==> src/rtl/systolic_array_load_sequencer_if.sv <==
// Row stream between the scratchpad read port, the load sequencer and the array control unit.
// master = sequencer side, slave = environment (memory stream + control unit).
interface systolic_array_load_sequencer_if #(
   parameter int unsigned array_dim = 4,
   parameter int unsigned data_w    = 16
);
   logic                          in_valid;
   logic                          in_ready;
   logic [array_dim*data_w-1:0]   in_data;
   logic                          fifo_has_space;
   logic                          weight_en;
   logic                          input_en;
   logic                          partial_en;
   logic [$clog2(array_dim)-1:0]  row_en;
   logic [array_dim*data_w-1:0]   out_data;

   modport master (
      input  in_valid, in_data, fifo_has_space,
      output in_ready, weight_en, input_en, partial_en, row_en, out_data
   );

   modport slave (
      output in_valid, in_data, fifo_has_space,
      input  in_ready, weight_en, input_en, partial_en, row_en, out_data
   );
endinterface

==> src/rtl/systolic_array_load_sequencer.sv <==
// Streams one tile per job into the systolic array: weight rows, then input rows,
// each optionally followed by its partial-sum row. Output beats are registered (latency 1).
module systolic_array_load_sequencer #(
   parameter int unsigned array_dim = 4,
   parameter int unsigned data_w    = 16
) (
   input  logic CLK,
   input  logic RST,
   input  logic start,
   input  logic cfg_partials,
   input  logic cfg_reuse_weights,
   output logic busy,
   output logic done,
   systolic_array_load_sequencer_if.master bus
);
   localparam int unsigned row_w = $clog2(array_dim);

   localparam logic [2:0] IDLE    = 3'd0;
   localparam logic [2:0] WEIGHT  = 3'd1;
   localparam logic [2:0] INPUT   = 3'd2;
   localparam logic [2:0] PARTIAL = 3'd3;
   localparam logic [2:0] DONE    = 3'd4;

   logic [2:0]       state;
   logic [row_w-1:0] row;
   logic             partials_q;
   logic             xfer;
   logic             last_row;

   // Weight rows go straight into the MACs, so only input/partial rows are throttled.
   always_comb begin
      bus.in_ready = 1'b0;
      case (state)
         WEIGHT:         bus.in_ready = 1'b1;
         INPUT, PARTIAL: bus.in_ready = bus.fifo_has_space;
         default:        bus.in_ready = 1'b0;
      endcase
   end

   assign xfer     = bus.in_valid && bus.in_ready;
   assign last_row = &row;
   assign busy     = (state != IDLE);
   assign done     = (state == DONE);

   always_ff @(posedge CLK) begin
      if (RST) begin
         state          <= IDLE;
         row            <= '0;
         partials_q     <= 1'b0;
         bus.weight_en  <= 1'b0;
         bus.input_en   <= 1'b0;
         bus.partial_en <= 1'b0;
         bus.row_en     <= '0;
         bus.out_data   <= '0;
      end else begin
         bus.weight_en  <= xfer && (state == WEIGHT);
         bus.input_en   <= xfer && (state == INPUT);
         bus.partial_en <= xfer && (state == PARTIAL);
         if (xfer) begin
            bus.out_data <= bus.in_data;
            bus.row_en   <= row;
         end

         case (state)
            IDLE: begin
               if (start) begin
                  partials_q <= cfg_partials;
                  row        <= '0;
                  state      <= cfg_reuse_weights ? INPUT : WEIGHT;
               end
            end
            WEIGHT: begin
               if (xfer) begin
                  row <= row + 1'b1;
                  if (last_row) state <= INPUT;
               end
            end
            // With partials, the row index advances only after the partial row of the pair.
            INPUT: begin
               if (xfer) begin
                  if (partials_q) begin
                     state <= PARTIAL;
                  end else begin
                     row <= row + 1'b1;
                     if (last_row) state <= DONE;
                  end
               end
            end
            PARTIAL: begin
               if (xfer) begin
                  row   <= row + 1'b1;
                  state <= last_row ? DONE : INPUT;
               end
            end
            DONE:    state <= IDLE;
            default: state <= IDLE;
         endcase
      end
   end
endmodule

==> src/flat_wrapper.sv <==
// flat-port wrapper written by rule: the top's interface ports become plain ports
module systolic_array_load_sequencer_flat 
#(
   parameter int unsigned array_dim = 4,
   parameter int unsigned data_w    = 16
)
  (CLK, RST, start, cfg_partials, cfg_reuse_weights, busy, done, bus_in_valid, bus_in_data, bus_fifo_has_space, bus_in_ready, bus_weight_en, bus_input_en, bus_partial_en, bus_row_en, bus_out_data);
  systolic_array_load_sequencer_if #(.array_dim(array_dim), .data_w(data_w)) bus_i ();
  input  logic CLK;
  input  logic RST;
  input  logic start;
  input  logic cfg_partials;
  input  logic cfg_reuse_weights;
  output logic busy;
  output logic done;
  input wire logic [$bits(bus_i.in_valid)-1:0] bus_in_valid;
  input wire logic [$bits(bus_i.in_data)-1:0] bus_in_data;
  input wire logic [$bits(bus_i.fifo_has_space)-1:0] bus_fifo_has_space;
  output wire logic [$bits(bus_i.in_ready)-1:0] bus_in_ready;
  output wire logic [$bits(bus_i.weight_en)-1:0] bus_weight_en;
  output wire logic [$bits(bus_i.input_en)-1:0] bus_input_en;
  output wire logic [$bits(bus_i.partial_en)-1:0] bus_partial_en;
  output wire logic [$bits(bus_i.row_en)-1:0] bus_row_en;
  output wire logic [$bits(bus_i.out_data)-1:0] bus_out_data;
  assign bus_i.in_valid = bus_in_valid;
  assign bus_i.in_data = bus_in_data;
  assign bus_i.fifo_has_space = bus_fifo_has_space;
  assign bus_in_ready = bus_i.in_ready;
  assign bus_weight_en = bus_i.weight_en;
  assign bus_input_en = bus_i.input_en;
  assign bus_partial_en = bus_i.partial_en;
  assign bus_row_en = bus_i.row_en;
  assign bus_out_data = bus_i.out_data;
  systolic_array_load_sequencer #(.array_dim(array_dim), .data_w(data_w)) u_core (.CLK(CLK), .RST(RST), .start(start), .cfg_partials(cfg_partials), .cfg_reuse_weights(cfg_reuse_weights), .busy(busy), .done(done), .bus(bus_i));
endmodule
==> config.mk <==
export PLATFORM = sky130hd
export DESIGN_NAME = systolic_array_load_sequencer_flat
export DESIGN_NICKNAME = d
export VERILOG_FILES = /design/src/rtl/systolic_array_load_sequencer_if.sv /design/src/rtl/systolic_array_load_sequencer.sv /design/src/flat_wrapper.sv
export SDC_FILE = /design/constraint.sdc
export NUM_CORES = 1
export LEC_CHECK = 0
export ABC_CLOCK_PERIOD_IN_PS = 3800
export BUFFER_PORTS_ARGS = -buffer_cell sky130_fd_sc_hd__clkbuf_2
export CAP_MARGIN = 15
export CORE_MARGIN = 3
export CORE_UTILIZATION = 44
export DETAILED_ROUTE_END_ITERATION = 12
export PLACE_DENSITY = 0.78
export SKIP_CTS_REPAIR_TIMING = 1
export SYNTH_ARGS = -nofsm -noshare
export SYNTH_HDL_FRONTEND = slang
export SYNTH_SLANG_ARGS = --single-unit
==> constraint.sdc <==
create_clock -name CLK -period 3.8 [get_ports CLK]
set_input_delay 0.57 -clock CLK [delete_from_list [all_inputs] [get_ports CLK]]
set_output_delay 0.57 -clock CLK [all_outputs]
set_load 0.005 [all_outputs]
==> flow_summary.toml, run 1 <==
[outcome]
status = "finished clean"

[sta]
drv_slew = 0
clock_skew_ns = 0.00947
setup_viol = 0
fin_crit_sh = 0.597
hold_viol = 0
rsz0062_at_grt = "no"
fmax_mhz = 440
min_period_ns = 2.27
relSlewSlack = 0.444
setup_ws_ns = 1.53
fin_setup_tns_ns = 0
worstMarginPinSlew_ns = 0.832

[floorplanning]
initial_core_util = 0.465
num_rows = 28
die_h_um = 86.0
core_um2 = 6060
die_w_um = 86.0
io_pins = 143
die-area_um2 = 7400

[global_routing]
grt_pass1_wl_um = 11000
top_usage_layer = "met2"
grt_use_total = 0.182
grt_overflow = 0
use_met3 = 0.0720
grt_use_met1 = 0.198
groute.layer.met2.usage = 0.318
grt_pass1_vias = 2509
grt_max_degree = 71
antenna_found_initial = 0

[power_and_ir_drop]
power.share.switching = 0.297
p_total_mw = 2.32
irDropWorstVdd_mv = 0.340
p_leak_nw = 1.65
power_density_nw_per_um2 = 626
power.switching_mw = 0.690
p_clk_frac = 0.318
seqPwrFrac = 0.427
combPwrFrac = 0.256
p_int_mw = 1.63

[synthesis]
synth.area.top_cells = "dfxtp_1 53%, nand2_1 18%, a21oi_1 12%"
avgSynthCellArea_um2 = 8.14
netlist_area_um2 = 2820
ys_types = 36
yosys.area.top_type = "dfxtp_1"
synth_seq_cells = 75
netlist.area_leader.share = 0.533
syn_nets = 418
synthCells = 346
synth_edf_count = 0
ys.flop_type = "dfxtp_1"
ys_async_sr_fraction = 0
ys_warn_count = 0
seq_area_frac_synth = 0.533

[clock_network]
cts.reportedPaths.clkPinSlew_ns = 0.08
cts_tree = "done"
cts_root_buf = "clkbuf_8"
cts_made_buffers = 9
h-tree-depth = 3
clock_path_buffers = 2
cts_sinks = 75
clkLatencyLatePin_ns = 0.33

[place]
port_buffers = 142
post-place-ws_ns = 1.44
gp_congestion = 0.799
postPlaceCellArea_um2 = 3460
dp_hpwl_um = 4720
dpl.cell_count = 540

[layout]
nets = 548
final_cell_mix = "142 x clkbuf_2, 135 x nand2_1, 75 x dfxtp_1"
final_common_cell = "clkbuf_2"
antenna_cells = 0
area_delta_synth_final_pct = 31.8
fin_cells = 555
drive_gt1_frac = 0.352
fin_area_um2 = 3710

[worst_setup_path]
crit_path_end_kind = "flop"
worstPathArrival_ns = 2.45
cp-start-kind = "flop"
crit_type = "reg -> reg"
critPathMaxFanout = 45
cp_data_required_time_ns = 3.97

[drt]
routed-via-count = 2639
wire_per_inst_um = 11.9
drt_iter0_drc = 70
first_pass_iters = 5
drtAntennaViolNets = 0
drcViolationCount = 0
totalWireLength_um = 6620
via_per_inst = 4.75

[min_path]
hold_class = "in -> reg"

[job]
maxCapViolations = 0
## Yosys cell counts (3+ instances only)
| cell type | count |
|---|---|
| nand2_1 | 135 |
| dfxtp_1 | 75 |
| buf_6 | 6 |
| a21oi_1 | 66 |
| nand3_1 | 5 |
| buf_2 | 7 |
| buf_4 | 3 |
| nor2_1 | 9 |
| clkbuf_1 | 7 |
| o21ai_0 | 4 |
## routing by layer
metal  vias to the layer above  wire (um)  part of all wire
met3                         4        691              0.10
met2                        97       3170              0.48
met4                         0         42            0.0063
li1                       1385          -                 -
met5                         -          0                 0
met1                      1153       2720              0.41
## power groups by stage
stage	sequential [mW]	clock [mW]	combinational, mW
2_1_floorplan	0.994	0	0.455
3_3_place_gp	1.01	0	0.591
3_5_place_dp	1.01	0	0.607
4_1_cts	0.992	0.756	0.608
5_1_grt	1.01	0.790	0.679
6_report	0.992	0.738	0.594
## final cells by class
type,instances,area [um2]
fillers,565,2350
flip-flops and latches,75,1500
multi-input cells,244,1130
repair buffers,144,726
clock buffers,11,151
clock inverters,4,97.6
well taps,75,93.8
inverters,2,7.51
## worst paths after layout
path	start	end	slack, ns	depth (start not counted)
min	bus_in_data[63]	u_core.bus.out_data[63]	0.45	3
max	u_core.state[0]	u_core.bus.out_data[17]	1.53	5
min reg2reg	u_core.bus.out_data[44]	u_core.bus.out_data[44]	0.45	2
max reg2reg	u_core.state[0]	u_core.bus.out_data[17]	1.53	5
## logic make-up (layout without fill, tap and decap cells)
| group | Yosys count | count (layout) | synth area share |
|---|---|---|---|
| compound gates | 75 | 75 | 0.140 |
| fa+ha+maj | 1 | 1 | 0.00444 |
| buf+inv | 27 | 161 | 0.0644 |
| flops | 75 | 75 | 0.533 |
| mux | 4 | 4 | 0.0164 |
| simple gates | 164 | 164 | 0.241 |
## flip-flops by register name, summed over array words and instances, names as in the netlist
signal                 flops
u_core.state               3
u_core.row                 2
u_core.bus.out_data       64
u_core.partials_q          1
u_core.bus.partial_en      1
u_core.bus.input_en        1
u_core.bus.row_en          2
u_core.bus.weight_en       1
## worst max-delay path: stages (launching register included)
cell	delay (ns)
dfxtp_1	0.55
mux2_4	0.24
nand3_2	0.64
buf_4	0.50
nand2_1	0.10
a21oi_1	0.07
## per-stage QoR
step	hold WS (ns)	util
2_1_floorplan	0.445	-
3_3_place_gp	0.441	0.571
3_5_place_dp	0.448	0.571
4_1_cts	0.438	0.612
5_1_grt	0.441	0.612
6_report	0.454	0.612
Note: power is estimated with default switching activity, not from simulation.
==> inputs of run 2 (changes only) <==
ABC_CLOCK_PERIOD_IN_PS = 1830   (was 3800)
CORE_UTILIZATION = 41   (was 44)
PLACE_DENSITY = 0.76   (was 0.78)
clock period = 1.83 ns   (was 3.8 ns; I/O delays follow)
==> run 2 against run 1 <==
Routed wire length up 3.2%. First-iteration DRC count down 1.4%. Register-to-register slack worse by 1.3 ns. Setup slack worse by 1.4 ns. Critical path depth down 1. Combinational power up 130%.
==> flow_summary.toml, run 2 (synthesized netlist as in run 1, its figures left out) <==
[worst_setup_path]
crit_path_end_kind = "primary output"
cp-start-kind = "flop"
worstPathArrival_ns = 1.41
crit_type = "reg -> out"
critPathMaxFanout = 11
cp_data_required_time_ns = 1.56
r2r_slack_ns = 0.24

[global_routing]
grt_use_total = 0.168
grt_overflow = 0
grt_max_degree = 67
antenna_found_initial = 0
grt_pass1_wl_um = 10500
grt_pass1_vias = 2381

[layout]
antenna_cells = 0
final_common_cell = "clkbuf_2"
final_cell_mix = "142 x clkbuf_2, 135 x nand2_1, 75 x dfxtp_1"
area_delta_synth_final_pct = 33.1
top_regs = "u_core.bus.out_data (64), u_core.state (3)"
largest_register_ffs = 64
fill_cells = 640
seq_area_um2 = 1500
multi_input_area_um2 = 1130
drive_gt1_frac = 0.355
regMostFlops = "u_core.bus.out_data"
nets = 552

[sta]
min_period_ns = 1.68
hold_viol = 0
fin_setup_tns_ns = 0
relSlewSlack = 0.549
fin_crit_sh = 0.919
worstMarginPinSlew_ns = 0.676
fmax_mhz = 595
clock_skew_ns = 0.00815
drv_slew = 0
rsz0062_at_grt = "no"
setup_viol = 0

[drt]
wire_per_inst_um = 12.2
drt_iter0_drc = 69
drcViolationCount = 0
wl_met2_um = 3140
totalWireLength_um = 6830
via_per_inst = 4.84
wl_met3_um = 581
drtAntennaViolNets = 0
top_layer = "met4"
routed-via-count = 2715
met1Wirelength_um = 3020
first_pass_iters = 4

[clock_network]
cts_root_buf = "clkbuf_8"
clkLatencyLatePin_ns = 0.33
clock_path_buffers = 2
h-tree-depth = 3
cts.reportedPaths.clkPinSlew_ns = 0.08
cts_tree = "done"
cts_sinks = 75
cts_made_buffers = 9

[place]
gp_congestion = 0.823
port_buffers = 142
dp_hpwl_um = 4910

[floorplanning]
core_um2 = 6490
die_h_um = 88.9
die_w_um = 88.9
num_rows = 29
io_pins = 143
die-area_um2 = 7900
initial_core_util = 0.434

[power_and_ir_drop]
irDropWorstVdd_mv = 0.505
power_density_nw_per_um2 = 1300
p_total_mw = 4.87
p_leak_nw = 1.67

[min_path]
hold_class = "in -> reg"

[outcome]
status = "finished clean"

[job]
maxCapViolations = 0
-- run 2: cell count changes in the layout (fill, tap and decap cells not counted) --
cell        before  now
buf_4            2    5
buf_12           0    1
clkbuf_1         0    1
clkbuf_8        11   10
clkinv_4         0    1
clkinvlp_4       1    0
-- run 2: layer usage --
layer	up-vias	global-route usage
li1	1393	-
met1	1196	0.202
met2	117	0.283
met3	9	0.0438
met4	0	0.0714
met5	-	0
-- run 2: final timing paths --
kind,from,to,cells after the start
worst max-delay path,u_core.state[1],done,4
worst min register to register,u_core.bus.out_data[60],u_core.bus.out_data[60],2
worst min-delay path,bus_in_data[13],u_core.bus.out_data[13],3
worst max register to register,u_core.state[1],u_core.bus.out_data[59],4
-- run 2: power by group --
group | switching (mW) | internal [mW] | total, mW
Combinational | 0.768 | 0.591 | 1.36
Sequential | 0.132 | 1.88 | 2.01
Clock | 0.565 | 0.939 | 1.50
-- run 2: critical path, cell delays in order (launching register included) --
cell	delay [ns]
dfxtp_1	0.34
buf_4	0.17
or2_2	0.35
nor2_1	0.11
clkbuf_2	0.12
-- run 2: per-stage QoR --
step                      hold WS, ns  worst slack [ns]  instance area, um2   util  cells
after floorplan                 0.410             0.489                2820      -    346
after global placement          0.441             0.267                3510  0.540    546
after detailed placement        0.447             0.223                3510  0.540    546
after CTS                       0.138             0.119                3750  0.577    561
after global routing            0.152            0.0681                3750  0.577    561
final                           0.158             0.149                3750  0.577    561
-- run 2: final cells by class --
type,count,share of cell area
multi-input combinational,244,0.303
inverter,2,0.00200
clock inverter,4,0.0264
tap,77,0.0257
clock buffer,11,0.0377
timing repair buffer,148,0.205
sequential,75,0.401
==> inputs of run 3 (changes only) <==
CTS_BUF_LIST = sky130_fd_sc_hd__clkbuf_16   (was not set)
==> run 3 against run 2 <==
Setup slack improved by 0.012 ns. Global-route usage about the same. Die area unchanged. Register-to-register slack better by 0.03 ns. Critical path depth unchanged. Clock-buffer cell count fell by 2. Critical path type unchanged. Critical endpoint unchanged. Highest routed layer unchanged.
==> flow_summary.toml, run 3 (synthesized netlist as in run 1, its figures left out) <==
[layout]
nets = 552
area_delta_synth_final_pct = 36.3
final_common_cell = "clkbuf_2"
final_util = 0.591
largest_register_ffs = 64
fin_area_um2 = 3840
drive_gt1_frac = 0.353
final_cell_mix = "142 x clkbuf_2, 135 x nand2_1, 75 x dfxtp_1"
regMostFlops = "u_core.bus.out_data"
top_regs = "u_core.bus.out_data (64), u_core.state (3)"
fin_cells = 561
antenna_cells = 0

[outcome]
status = "finished clean"

[place]
gp_congestion = 0.823
postPlaceCellArea_um2 = 3510
dp_hpwl_um = 4910
port_buffers = 142
dpl.cell_count = 546
post-place-ws_ns = 0.223

[clock_network]
cts.reportedPaths.clkPinSlew_ns = 0.06
cts_sinks = 75
clock_path_buffers = 2
h-tree-depth = 3
cts_root_buf = "clkbuf_16"
cts_tree = "done"
cts_made_buffers = 9
clkLatencyLatePin_ns = 0.32

[sta]
relSlewSlack = 0.555
setup_viol = 0
fin_crit_sh = 0.912
worstMarginPinSlew_ns = 0.668
fin_setup_tns_ns = 0
drv_slew = 0
setup_ws_ns = 0.161
rsz0062_at_grt = "no"
whs_ns = 0.171
clock_skew_ns = 0.00683
min_period_ns = 1.67
fmax_mhz = 599
hold_viol = 0

[floorplanning]
io_pins = 143
initial_core_util = 0.434
die-area_um2 = 7900
core_um2 = 6490
num_rows = 29
die_h_um = 88.9
die_w_um = 88.9

[global_routing]
antenna_found_initial = 0
grt_max_degree = 67
grt_overflow = 0
grt_pass1_wl_um = 10500
grt_use_total = 0.168
grt_pass1_vias = 2348

[worst_setup_path]
crit_type = "reg -> out"
r2r-end = "u_core.bus.out_data[47]"
cp-endpoint = "done"
r2r_cells = 4
cp_data_required_time_ns = 1.56
critPathMaxFanout = 11
rr_startpoint = "u_core.state[1]"
crit_path_end_kind = "primary output"
cp-startpoint = "u_core.state[1]"
worstPathArrival_ns = 1.39
cp-start-kind = "flop"
r2r_slack_ns = 0.27

[drt]
drcViolationCount = 0
drtAntennaViolNets = 0
first_pass_iters = 4
totalWireLength_um = 6830
routed-via-count = 2710
via_per_inst = 4.83
drt_iter0_drc = 81
wire_per_inst_um = 12.2

[power_and_ir_drop]
p_leak_nw = 1.72
irDropWorstVdd_mv = 0.582
p_total_mw = 5.31
power_density_nw_per_um2 = 1380

[job]
maxCapViolations = 0

[min_path]
hold_class = "in -> reg"
run 3: critical path, cell delays in order, from the launching register on:
cell,delay (ns)
dfxtp_1,0.33
buf_4,0.17
or2_2,0.35
nor2_1,0.11
clkbuf_2,0.12
run 3: area by class of cell:
cell class                      count  area [um2]
Clock buffer                        9         225
Fill cell                         615        2660
Sequential cell                    75        1500
Clock inverter                      6         106
Timing Repair Buffer              148         768
Tap cell                           77        96.3
Inverter                            2        7.51
Multi-Input combinational cell    244        1130
run 3: how the worst min path moves through the flow:
| stage | slack [ns] | startpoint | depth (start not counted) | end |
|---|---|---|---|---|
| 2_1_floorplan | 0.41 | bus_in_data[0] | 2 | u_core.bus.out_data[0] |
| 3_3_place_gp | 0.44 | u_core.bus.out_data[63] | 2 | u_core.bus.out_data[63] |
| 3_5_place_dp | 0.45 | u_core.bus.out_data[48] | 2 | u_core.bus.out_data[48] |
| 4_1_cts | 0.16 | bus_in_data[17] | 3 | u_core.bus.out_data[17] |
| 5_1_grt | 0.17 | bus_in_data[17] | 3 | u_core.bus.out_data[17] |
| 6_report | 0.17 | bus_in_data[13] | 3 | u_core.bus.out_data[13] |
run 3: power by group:
group,leakage [nW],switching [mW],total [mW],internal (mW)
Clock,0.164,0.624,1.94,1.32
Sequential,0.608,0.131,2.01,1.88
Combinational,0.944,0.768,1.36,0.590
Total,1.72,1.52,5.31,3.79
run 3: metal layers:
metal | track usage | part of all wire | up-vias
met3 | 0.0447 | 0.086 | 10
met1 | 0.200 | 0.44 | 1188
met5 | 0 | 0 | -
li1 | - | - | 1393
met4 | 0.0714 | 0.017 | 0
met2 | 0.284 | 0.46 | 119
